File: src/rtl/commit_unit.sv
// In-order retirement stage: drains one ROB commit per cycle into regfile/LSB writes,
// raises a global flush plus fetch redirect on mispredict, latches halt, counts retirements.
module commit_unit #(
    parameter int unsigned ID_W         = 6,
    parameter int unsigned REG_W        = 5,
    parameter int unsigned ROB_W        = 4,
    parameter int unsigned LSB_W        = 4,
    parameter int unsigned XLEN         = 32,
    parameter int unsigned STORE_ID_LO  = 20,
    parameter int unsigned STORE_ID_HI  = 22,
    parameter int unsigned BRANCH_ID_LO = 10,
    parameter int unsigned BRANCH_ID_HI = 15,
    parameter int unsigned HALT_ID      = 63,
    parameter int unsigned FLUSH_CYCLES = 1
) (
    input  logic             clk_in,
    input  logic             rst_in,
    input  logic             rdy_in,
    input  logic             commit_en_in,
    input  logic [ID_W-1:0]  instr_id_in,
    input  logic [REG_W-1:0] rd_in,
    input  logic [ROB_W-1:0] rob_pos_in,
    input  logic [LSB_W-1:0] lsb_pos_in,
    input  logic [XLEN-1:0]  res_in,
    input  logic             jump_en_in,
    input  logic [XLEN-1:0]  jump_a_in,
    output logic             rf_we_out,
    output logic [REG_W-1:0] rf_rd_out,
    output logic [XLEN-1:0]  rf_data_out,
    output logic [ROB_W-1:0] rf_rob_tag_out,
    output logic             lsb_commit_en_out,
    output logic [LSB_W-1:0] lsb_commit_pos_out,
    output logic             clear_branch_out,
    output logic             pc_redirect_en_out,
    output logic [XLEN-1:0]  pc_redirect_a_out,
    output logic             halt_out,
    output logic [31:0]      commit_cnt_out
);

    localparam int unsigned FC_W = (FLUSH_CYCLES > 1) ? $clog2(FLUSH_CYCLES) : 1;

    typedef enum logic [1:0] {IDLE, FLUSH, HALT} state_t;

    state_t          state;
    logic [FC_W-1:0] flush_cnt;

    logic is_store;
    logic is_branch;
    logic is_halt;

    assign is_store  = (instr_id_in >= ID_W'(STORE_ID_LO))  && (instr_id_in <= ID_W'(STORE_ID_HI));
    assign is_branch = (instr_id_in >= ID_W'(BRANCH_ID_LO)) && (instr_id_in <= ID_W'(BRANCH_ID_HI));
    assign is_halt   = (instr_id_in == ID_W'(HALT_ID));

    always_ff @(posedge clk_in) begin
        if (rst_in) begin
            state              <= IDLE;
            flush_cnt          <= '0;
            rf_we_out          <= 1'b0;
            rf_rd_out          <= '0;
            rf_data_out        <= '0;
            rf_rob_tag_out     <= '0;
            lsb_commit_en_out  <= 1'b0;
            lsb_commit_pos_out <= '0;
            clear_branch_out   <= 1'b0;
            pc_redirect_en_out <= 1'b0;
            pc_redirect_a_out  <= '0;
            halt_out           <= 1'b0;
            commit_cnt_out     <= '0;
        end else if (rdy_in) begin
            // single-cycle strobes
            rf_we_out          <= 1'b0;
            lsb_commit_en_out  <= 1'b0;
            pc_redirect_en_out <= 1'b0;
            case (state)
                IDLE: begin
                    if (commit_en_in) begin
                        commit_cnt_out <= commit_cnt_out + 32'd1;
                        if (is_halt) begin
                            state    <= HALT;
                            halt_out <= 1'b1;
                        end else begin
                            if (is_store) begin
                                lsb_commit_en_out  <= 1'b1;
                                lsb_commit_pos_out <= lsb_pos_in;
                            end else if (!is_branch && (rd_in != '0)) begin
                                rf_we_out      <= 1'b1;
                                rf_rd_out      <= rd_in;
                                rf_data_out    <= res_in;
                                rf_rob_tag_out <= rob_pos_in;
                            end
                            // link write above still goes out alongside the redirect
                            if (jump_en_in) begin
                                pc_redirect_en_out <= 1'b1;
                                pc_redirect_a_out  <= jump_a_in;
                                clear_branch_out   <= 1'b1;
                                flush_cnt          <= FC_W'(FLUSH_CYCLES - 1);
                                state              <= FLUSH;
                            end
                        end
                    end
                end
                FLUSH: begin
                    if (flush_cnt == '0) begin
                        clear_branch_out <= 1'b0;
                        state            <= IDLE;
                    end else begin
                        flush_cnt <= flush_cnt - FC_W'(1);
                    end
                end
                HALT: begin
                    halt_out <= 1'b1;
                end
                default: begin
                    state <= IDLE;
                end
            endcase
        end
    end

endmodule

File: config.mk
export PLATFORM = sky130hd
export DESIGN_NAME = commit_unit
export DESIGN_NICKNAME = d
export VERILOG_FILES = /design/src/rtl/commit_unit.sv
export SDC_FILE = /design/constraint.sdc
export NUM_CORES = 1
export LEC_CHECK = 0
export CAP_MARGIN = 10
export CELL_PAD_IN_SITES_DETAIL_PLACEMENT = 1
export CELL_PAD_IN_SITES_GLOBAL_PLACEMENT = 2
export CORE_ASPECT_RATIO = 0.9
export CORE_MARGIN = 2
export CORE_UTILIZATION = 27
export DETAILED_ROUTE_END_ITERATION = 8
export GPL_ROUTABILITY_DRIVEN = 1
export PLACE_DENSITY = 0.92
export SYNTH_ARGS = -nofsm -noshare
export SYNTH_HDL_FRONTEND = slang
export SYNTH_SLANG_ARGS = --single-unit
File: constraint.sdc
create_clock -name clk_in -period 4.3 [get_ports clk_in]
set_input_delay 1.29 -clock clk_in [delete_from_list [all_inputs] [get_ports clk_in]]
set_output_delay 1.29 -clock clk_in [all_outputs]
set_load 0.02 [all_outputs]
==> results.sh, run 1 <==
export IMPL_ys_top_cells_by_area="dfxtp_1 46%, mux2i_1 16%, nand2b_1 11%"
export IMPL_cts_root_buffer="clkbuf_16"
export IMPL_regArea_sq_um=2320
export IMPL_ys_seq_elements=116
export IMPL_swShare_pct=23.1
export IMPL_setup_worst_path_start_class="input pin"
export IMPL_drv_cap=0
export IMPL_synthCells=524
export IMPL_floorplan_initialDensity_pct=27.4
export IMPL_yosysMostFrequentCell="dfxtp_1"
export IMPL_grt_antenna_before_repair=0
export IMPL_path_max_fanout=9
export IMPL_timing_rr_start="state[0]"
export IMPL_routedWlPerCell_um=15.9
export IMPL_synth_seq_area_share_pct=46.1
export IMPL_hold_viol_final=0
export IMPL_clk_latency_ns=0.42
export IMPL_peakVddDrop_uv=255
export IMPL_routed_via_count=4420
export IMPL_synth_top_area_share_pct=46.1
export IMPL_dp_worst_setup_slack_ns=0.598
export IMPL_drc=0
export IMPL_clk_path_buf_depth=2
export IMPL_grt_first_pass_wirelength_um=24800
export IMPL_cellPowerDensity_nw_per_um2=372
export IMPL_drtIter0Drc=154
export IMPL_rr_worst_depth=4
export IMPL_status="complete, no violations"
export IMPL_dp_cells=942
export IMPL_finalSetupViolations=0
export IMPL_crit_type="input pin to register"
export IMPL_ys_types=39
export IMPL_ff2ff_setup_slack_ns=2.16
export IMPL_syn_num_nets=613
export IMPL_r2r_end="commit_cnt_out[28]"
export IMPL_p_sw_mw=0.674
export IMPL_viasPerCell=4.54
export IMPL_pwr_share_seq_pct=38.8
export IMPL_multi_input_area_sq_um=2510
export IMPL_antenna_left=0
export IMPL_max_freq_mhz=308
export IMPL_wirelength_um=15500
export IMPL_synthFlopType="dfxtp_1"
export IMPL_slew_headroom_pct=35.7
export IMPL_slew_violations=0
export IMPL_fin_hold_ws_ns=0.467
export IMPL_hold_path_depth=2
export IMPL_hp_class="register to register"
export IMPL_cts_resized=0
export IMPL_crit_path_max_incr_delay_ns=0.61
export IMPL_clk_pin_slew_ns=0.05
export IMPL_synthesis_yosys_warnings=0
export IMPL_placed_cell_area_sq_um=7240
export IMPL_die_y_um=134
export IMPL_grt_setup_unrepaired="no"
export IMPL_cp_end_kind="register"
export IMPL_fin_crit_ns=3.25
export IMPL_postLayoutCellArea_sq_um=7840
export IMPL_synth_edf_count=0
export IMPL_skew_ns=0.00800
export IMPL_grt_remaining_overflow=0
export IMPL_synth_commonest_cells="116 x dfxtp_1, 85 x nand2b_1, 78 x mux2i_1"
export IMPL_hpwl_um=11300
export IMPL_antenna_cells=0
export IMPL_period_share_pct=75.6
export IMPL_required_ns=4.60
export IMPL_htreeDepth=4
export IMPL_die_w_um=148
export IMPL_cts_tree="built"
export IMPL_grtUsageTotal_pct=15.9
export IMPL_arrival_ns=3.55
export IMPL_numCtsBuffers=17
export IMPL_grt_pass1_vias=4788
export IMPL_drive_gt1_share_pct=7.28
export IMPL_grt_max_degree=114
export IMPL_numPortBuffers=201
export IMPL_dieArea_sq_um=19800
export IMPL_area_growth_pct=55.8
export IMPL_final_core_utilization_pct=42.7
export IMPL_slowest_stage="clkdlybuf4s50_1"
export IMPL_drtPass1Iterations=5
export IMPL_setup_tns_ns=0
export IMPL_synth_area_leader_cell="dfxtp_1"
export IMPL_worst_pin_slew_ns=0.964
export IMPL_async_flop_share_pct=0
export IMPL_clock_sinks=116
export IMPL_p_int_mw=2.24
export IMPL_final_instance_count_excl_fill=973
export IMPL_avgSynthCellArea_sq_um=9.61
export IMPL_postCtsHoldBufs=0
export IMPL_core_sq_um=18300
export IMPL_gp_congestion=0.780
export IMPL_nets=805
export IMPL_leakage_nw=3.02
export IMPL_row_count=47
export IMPL_worstHoldStart="halt_out"
export IMPL_crit_path_cell_trace="clkdlybuf4s50_1 -> and4bb_1 -> nand4_1 -> nor4_1 -> mux2_2"
export IMPL_io_pins=202
export IMPL_p_comb_share_pct=11.2
export IMPL_syn_cell_area_sq_um=5030
export IMPL_fin_ws_ns=1.05
export IMPL_nFillCells=2066
export IMPL_clockPowerShare_pct=50.0
export IMPL_post_cts_setup_buffers=0
export IMPL_holdPathEnd="halt_out"
export IMPL_power_mw=2.92
## per-layer routing
| layer | track usage [%] | share of wire (%) |
|---|---|---|
| met5 | 0 | 0 |
| met4 | 5.56 | 0.82 |
| met3 | 8.73 | 12 |
| met2 | 26.4 | 46 |
| met1 | 17.1 | 41 |
## power by group through the flow
stage | Sequential [mW] | Combinational (mW) | Clock, mW
after detailed placement | 1.15 | 0.329 | 0
after CTS | 1.13 | 0.332 | 1.50
final | 1.13 | 0.327 | 1.46
after global routing | 1.13 | 0.352 | 1.55
after global placement | 1.15 | 0.321 | 0
after floorplan | 1.19 | 0.115 | 0
## kinds of logic after synthesis
kind of cell | share of synthesized area [%]
and+or+nand+nor | 25.9
DFF | 46.1
muxes | 18.6
buffers and inverters | 4.10
AOI/OAI and AO/OA | 3.06
xor gates and xnor gates | 1.91
adders and majority gates | 0.249
## sequential cells by signal (all words and copies together) (netlist names)
| signal | cells |
|---|---|
| commit_cnt_out | 32 |
| pc_redirect_a_out | 32 |
| rf_data_out | 32 |
| rf_rd_out | 5 |
| lsb_commit_pos_out | 4 |
| rf_rob_tag_out | 4 |
| state | 2 |
| clear_branch_out | 1 |
| halt_out | 1 |
| lsb_commit_en_out | 1 |
| pc_redirect_en_out | 1 |
| rf_we_out | 1 |
## worst max-delay path by stage
stage,slack [ns],end,cells past startpoint,start
floorplan,1.69,rf_data_out[0],6,commit_en_in
global placement,0.73,commit_cnt_out[28],5,rdy_in
detailed placement,0.60,commit_cnt_out[28],5,rdy_in
CTS,1.05,commit_cnt_out[28],5,rdy_in
global route,0.91,commit_cnt_out[28],5,rdy_in
finish,1.05,commit_cnt_out[28],5,rdy_in
## worst max-delay path, delay by kind of cell
kind / cells / cell delay (ns)
muxes: 1 / 0.38
and+or+nand+nor: 3 / 1.27
buffers and inverters: 1 / 0.61
## cells in the final DEF (no fill, tap or decap), drive strengths merged, types with 4 or more instances in the layout
cell,n
nand4,7
buf,6
o31ai,4
and4,7
clkbuf,22
nand3,10
clkdlybuf4s50,200
a21oi,11
nor3,12
nor4,4
o21ai,4
or4,4
mux2i,78
mux2,14
nor2b,15
xor2,8
nor2,67
nand2,14
inv,10
dfxtp,116
or3,4
nand2b,85
## area by class of cell
cell class                      instances  share of cell area [%]
Timing Repair Buffer                  206                    26.3
Multi-Input combinational cell        365                    32.0
Clock inverter                          9                    1.63
Sequential cell                       116                    29.6
Tap cell                              245                    3.91
Clock buffer                           22                    6.05
Inverter                               10                   0.479
No activity file was read; power rests on OpenSTA's default activity.
==> run 2, diff against run 1 <==
Settings changed: CORE_UTILIZATION 27 to 23, PLACE_DENSITY 0.92 to 0.84.
Clock period 4.3 ns to 2.8 ns, I/O delays scaled along.
==> run 2 against run 1 <==
Compared with the run above:
- largest cell class unchanged
- first-iteration DRC count increased by 23%
- critical endpoint is now rf_rob_tag_out[1]
- highest routed layer unchanged
- cell count increased by 5.8%
- clock-buffer cell count unchanged
- clock power increased by 54%
==> results.sh, run 2 (synthesis results as in run 1) <==
export IMPL_fin_crit_ns=2.36
export IMPL_grt_antenna_before_repair=0
export IMPL_layout_commonest_cell="clkdlybuf4s50_1"
export IMPL_pwr_share_seq_pct=38.4
export IMPL_drv_cap=0
export IMPL_viasPerCell=4.26
export IMPL_arrival_ns=2.70
export IMPL_crit_type="input pin to register"
export IMPL_numCtsBuffers=17
export IMPL_period_share_pct=84.4
export IMPL_max_freq_mhz=423
export IMPL_post_cts_setup_buffers=0
export IMPL_setup_tns_ns=0
export IMPL_p_int_mw=3.49
export IMPL_routedWlPerCell_um=14.8
export IMPL_row_count=51
export IMPL_r2r_end="commit_cnt_out[20]"
export IMPL_clock_sinks=116
export IMPL_core_sq_um=21600
export IMPL_path_max_fanout=12
export IMPL_io_pins=202
export IMPL_postCtsHoldBufs=0
export IMPL_final_instance_count_excl_fill=1029
export IMPL_cellPowerDensity_nw_per_um2=559
export IMPL_grt_first_pass_wirelength_um=24400
export IMPL_clk_pin_slew_ns=0.05
export IMPL_crit_path_cell_trace="clkdlybuf4s50_1 -> and4bb_1 -> buf_12 -> o31ai_2 -> nor4_4 -> buf_12 -> buf_12 -> mux2i_1"
export IMPL_drc=0
export IMPL_grtUsageTotal_pct=13.5
export IMPL_p_sw_mw=1.02
export IMPL_ff2ff_setup_slack_ns=0.84
export IMPL_leakage_nw=3.11
export IMPL_dieArea_sq_um=23100
export IMPL_drtPass1Iterations=4
export IMPL_grt_remaining_overflow=0
export IMPL_drive_gt1_share_pct=8.67
export IMPL_worstHoldStart="halt_out"
export IMPL_routed_via_count=4379
export IMPL_worst_pin_slew_ns=0.488
export IMPL_fin_ws_ns=0.436
export IMPL_hold_viol_final=0
export IMPL_nets=815
export IMPL_finalSetupViolations=0
export IMPL_gp_congestion=0.728
export IMPL_die_w_um=160
export IMPL_skew_ns=0.0113
export IMPL_antenna_cells=0
export IMPL_die_y_um=144
export IMPL_timing_rr_start="commit_cnt_out[4]"
export IMPL_setup_worst_path_start_class="input pin"
export IMPL_floorplan_initialDensity_pct=23.3
export IMPL_reg_top3="commit_cnt_out: 32 flops, pc_redirect_a_out: 32 flops, rf_data_out: 32 flops"
export IMPL_clk_latency_ns=0.41
export IMPL_clockPowerShare_pct=49.9
export IMPL_cts_root_buffer="clkbuf_16"
export IMPL_hold_path_depth=2
export IMPL_numPortBuffers=201
export IMPL_cts_resized=0
export IMPL_required_ns=3.13
export IMPL_grt_max_degree=64
export IMPL_swShare_pct=22.6
export IMPL_grt_setup_unrepaired="no"
export IMPL_holdPathEnd="halt_out"
export IMPL_cp_end_kind="register"
export IMPL_path_delay_family="buffers and inverters"
export IMPL_fin_hold_ws_ns=0.459
export IMPL_dp_worst_setup_slack_ns=-0.0220
export IMPL_antenna_left=0
export IMPL_rr_worst_depth=4
export IMPL_dp_cells=998
export IMPL_clk_path_buf_depth=2
export IMPL_drtIter0Drc=190
export IMPL_grt_pass1_vias=4617
export IMPL_crit_path_max_incr_delay_ns=0.47
export IMPL_final_cell_mix="200 x clkdlybuf4s50_1, 116 x dfxtp_1, 85 x nand2b_1"
export IMPL_p_comb_share_pct=11.7
export IMPL_status="complete, no violations"
export IMPL_peakVddDrop_uv=341
export IMPL_slew_headroom_pct=67.5
export IMPL_nFillCells=2464
export IMPL_slew_violations=0
export IMPL_cts_tree="built"
export IMPL_cp_num_cells=8
export IMPL_cpMostUsedCell="buf_12"
export IMPL_slowest_stage="clkdlybuf4s50_1"
export IMPL_worst_path_buf_inv=4
export IMPL_hp_class="register to register"
export IMPL_area_growth_pct=60.3
export IMPL_htreeDepth=4
export IMPL_hpwl_um=11300
export IMPL_wirelength_um=15300
[run 2: cell types whose count changed in the layout (fill, tap and decap cells not counted), sizes merged]
cell / change
buf: +10
clkinv: +2
clkinvlp: -2
[run 2: worst max path at each step]
stage	startpoint	endpoint	slack, ns
6_report	commit_en_in	rf_rob_tag_out[1]	0.44
5_1_grt	commit_en_in	rf_data_out[5]	0.33
4_1_cts	commit_cnt_out[16]	commit_cnt_out[16]	0.40
3_5_place_dp	commit_en_in	rf_data_out[28]	-0.02
3_3_place_gp	commit_en_in	rf_data_out[29]	0.03
2_1_floorplan	commit_en_in	rf_data_out[0]	0.64
[run 2: stage by stage]
step           power, mW  utilization [%]  area (sq um)
4_1_cts             4.60             37.4          8070
5_1_grt             4.71             37.4          8070
3_3_place_gp        2.30             34.6          7460
2_1_floorplan       2.01                -          5030
3_5_place_dp        2.30             34.6          7460
6_report            4.51             37.4          8070
[run 2: layer usage]
layer	up-vias	global-route usage (%)	share of wire, %
met2	166	21.3	43
met1	2029	15.9	45
met5	-	0	0
met4	0	4.13	1.1
li1	2170	-	-
met3	14	6.94	10
[run 2: final cells by class]
type	count	area (sq um)	share of cell area [%]
multi-input combinational	365	2510	31.1
timing repair buffer	216	2220	27.5
clock inverter	9	126	1.57
sequential	116	2320	28.8
tap	291	364	4.51
clock buffer	22	484	6.00
inverter	10	37.5	0.465
[run 2: power by group through the flow]
| stage | Sequential (mW) | Combinational, mW | Clock [mW] |
|---|---|---|---|
| global placement | 1.77 | 0.529 | 0 |
| global route | 1.74 | 0.567 | 2.40 |
| detailed placement | 1.77 | 0.535 | 0 |
| finish | 1.73 | 0.526 | 2.25 |
| CTS | 1.73 | 0.538 | 2.33 |
| floorplan | 1.83 | 0.177 | 0 |
[run 2: worst register-to-register path: stages (launching register included)]
cell and delay, ns:
dfxtp_1 0.42, and4_1 0.40, nand3_1 0.36, nor3_1 0.31, mux2_2 0.36
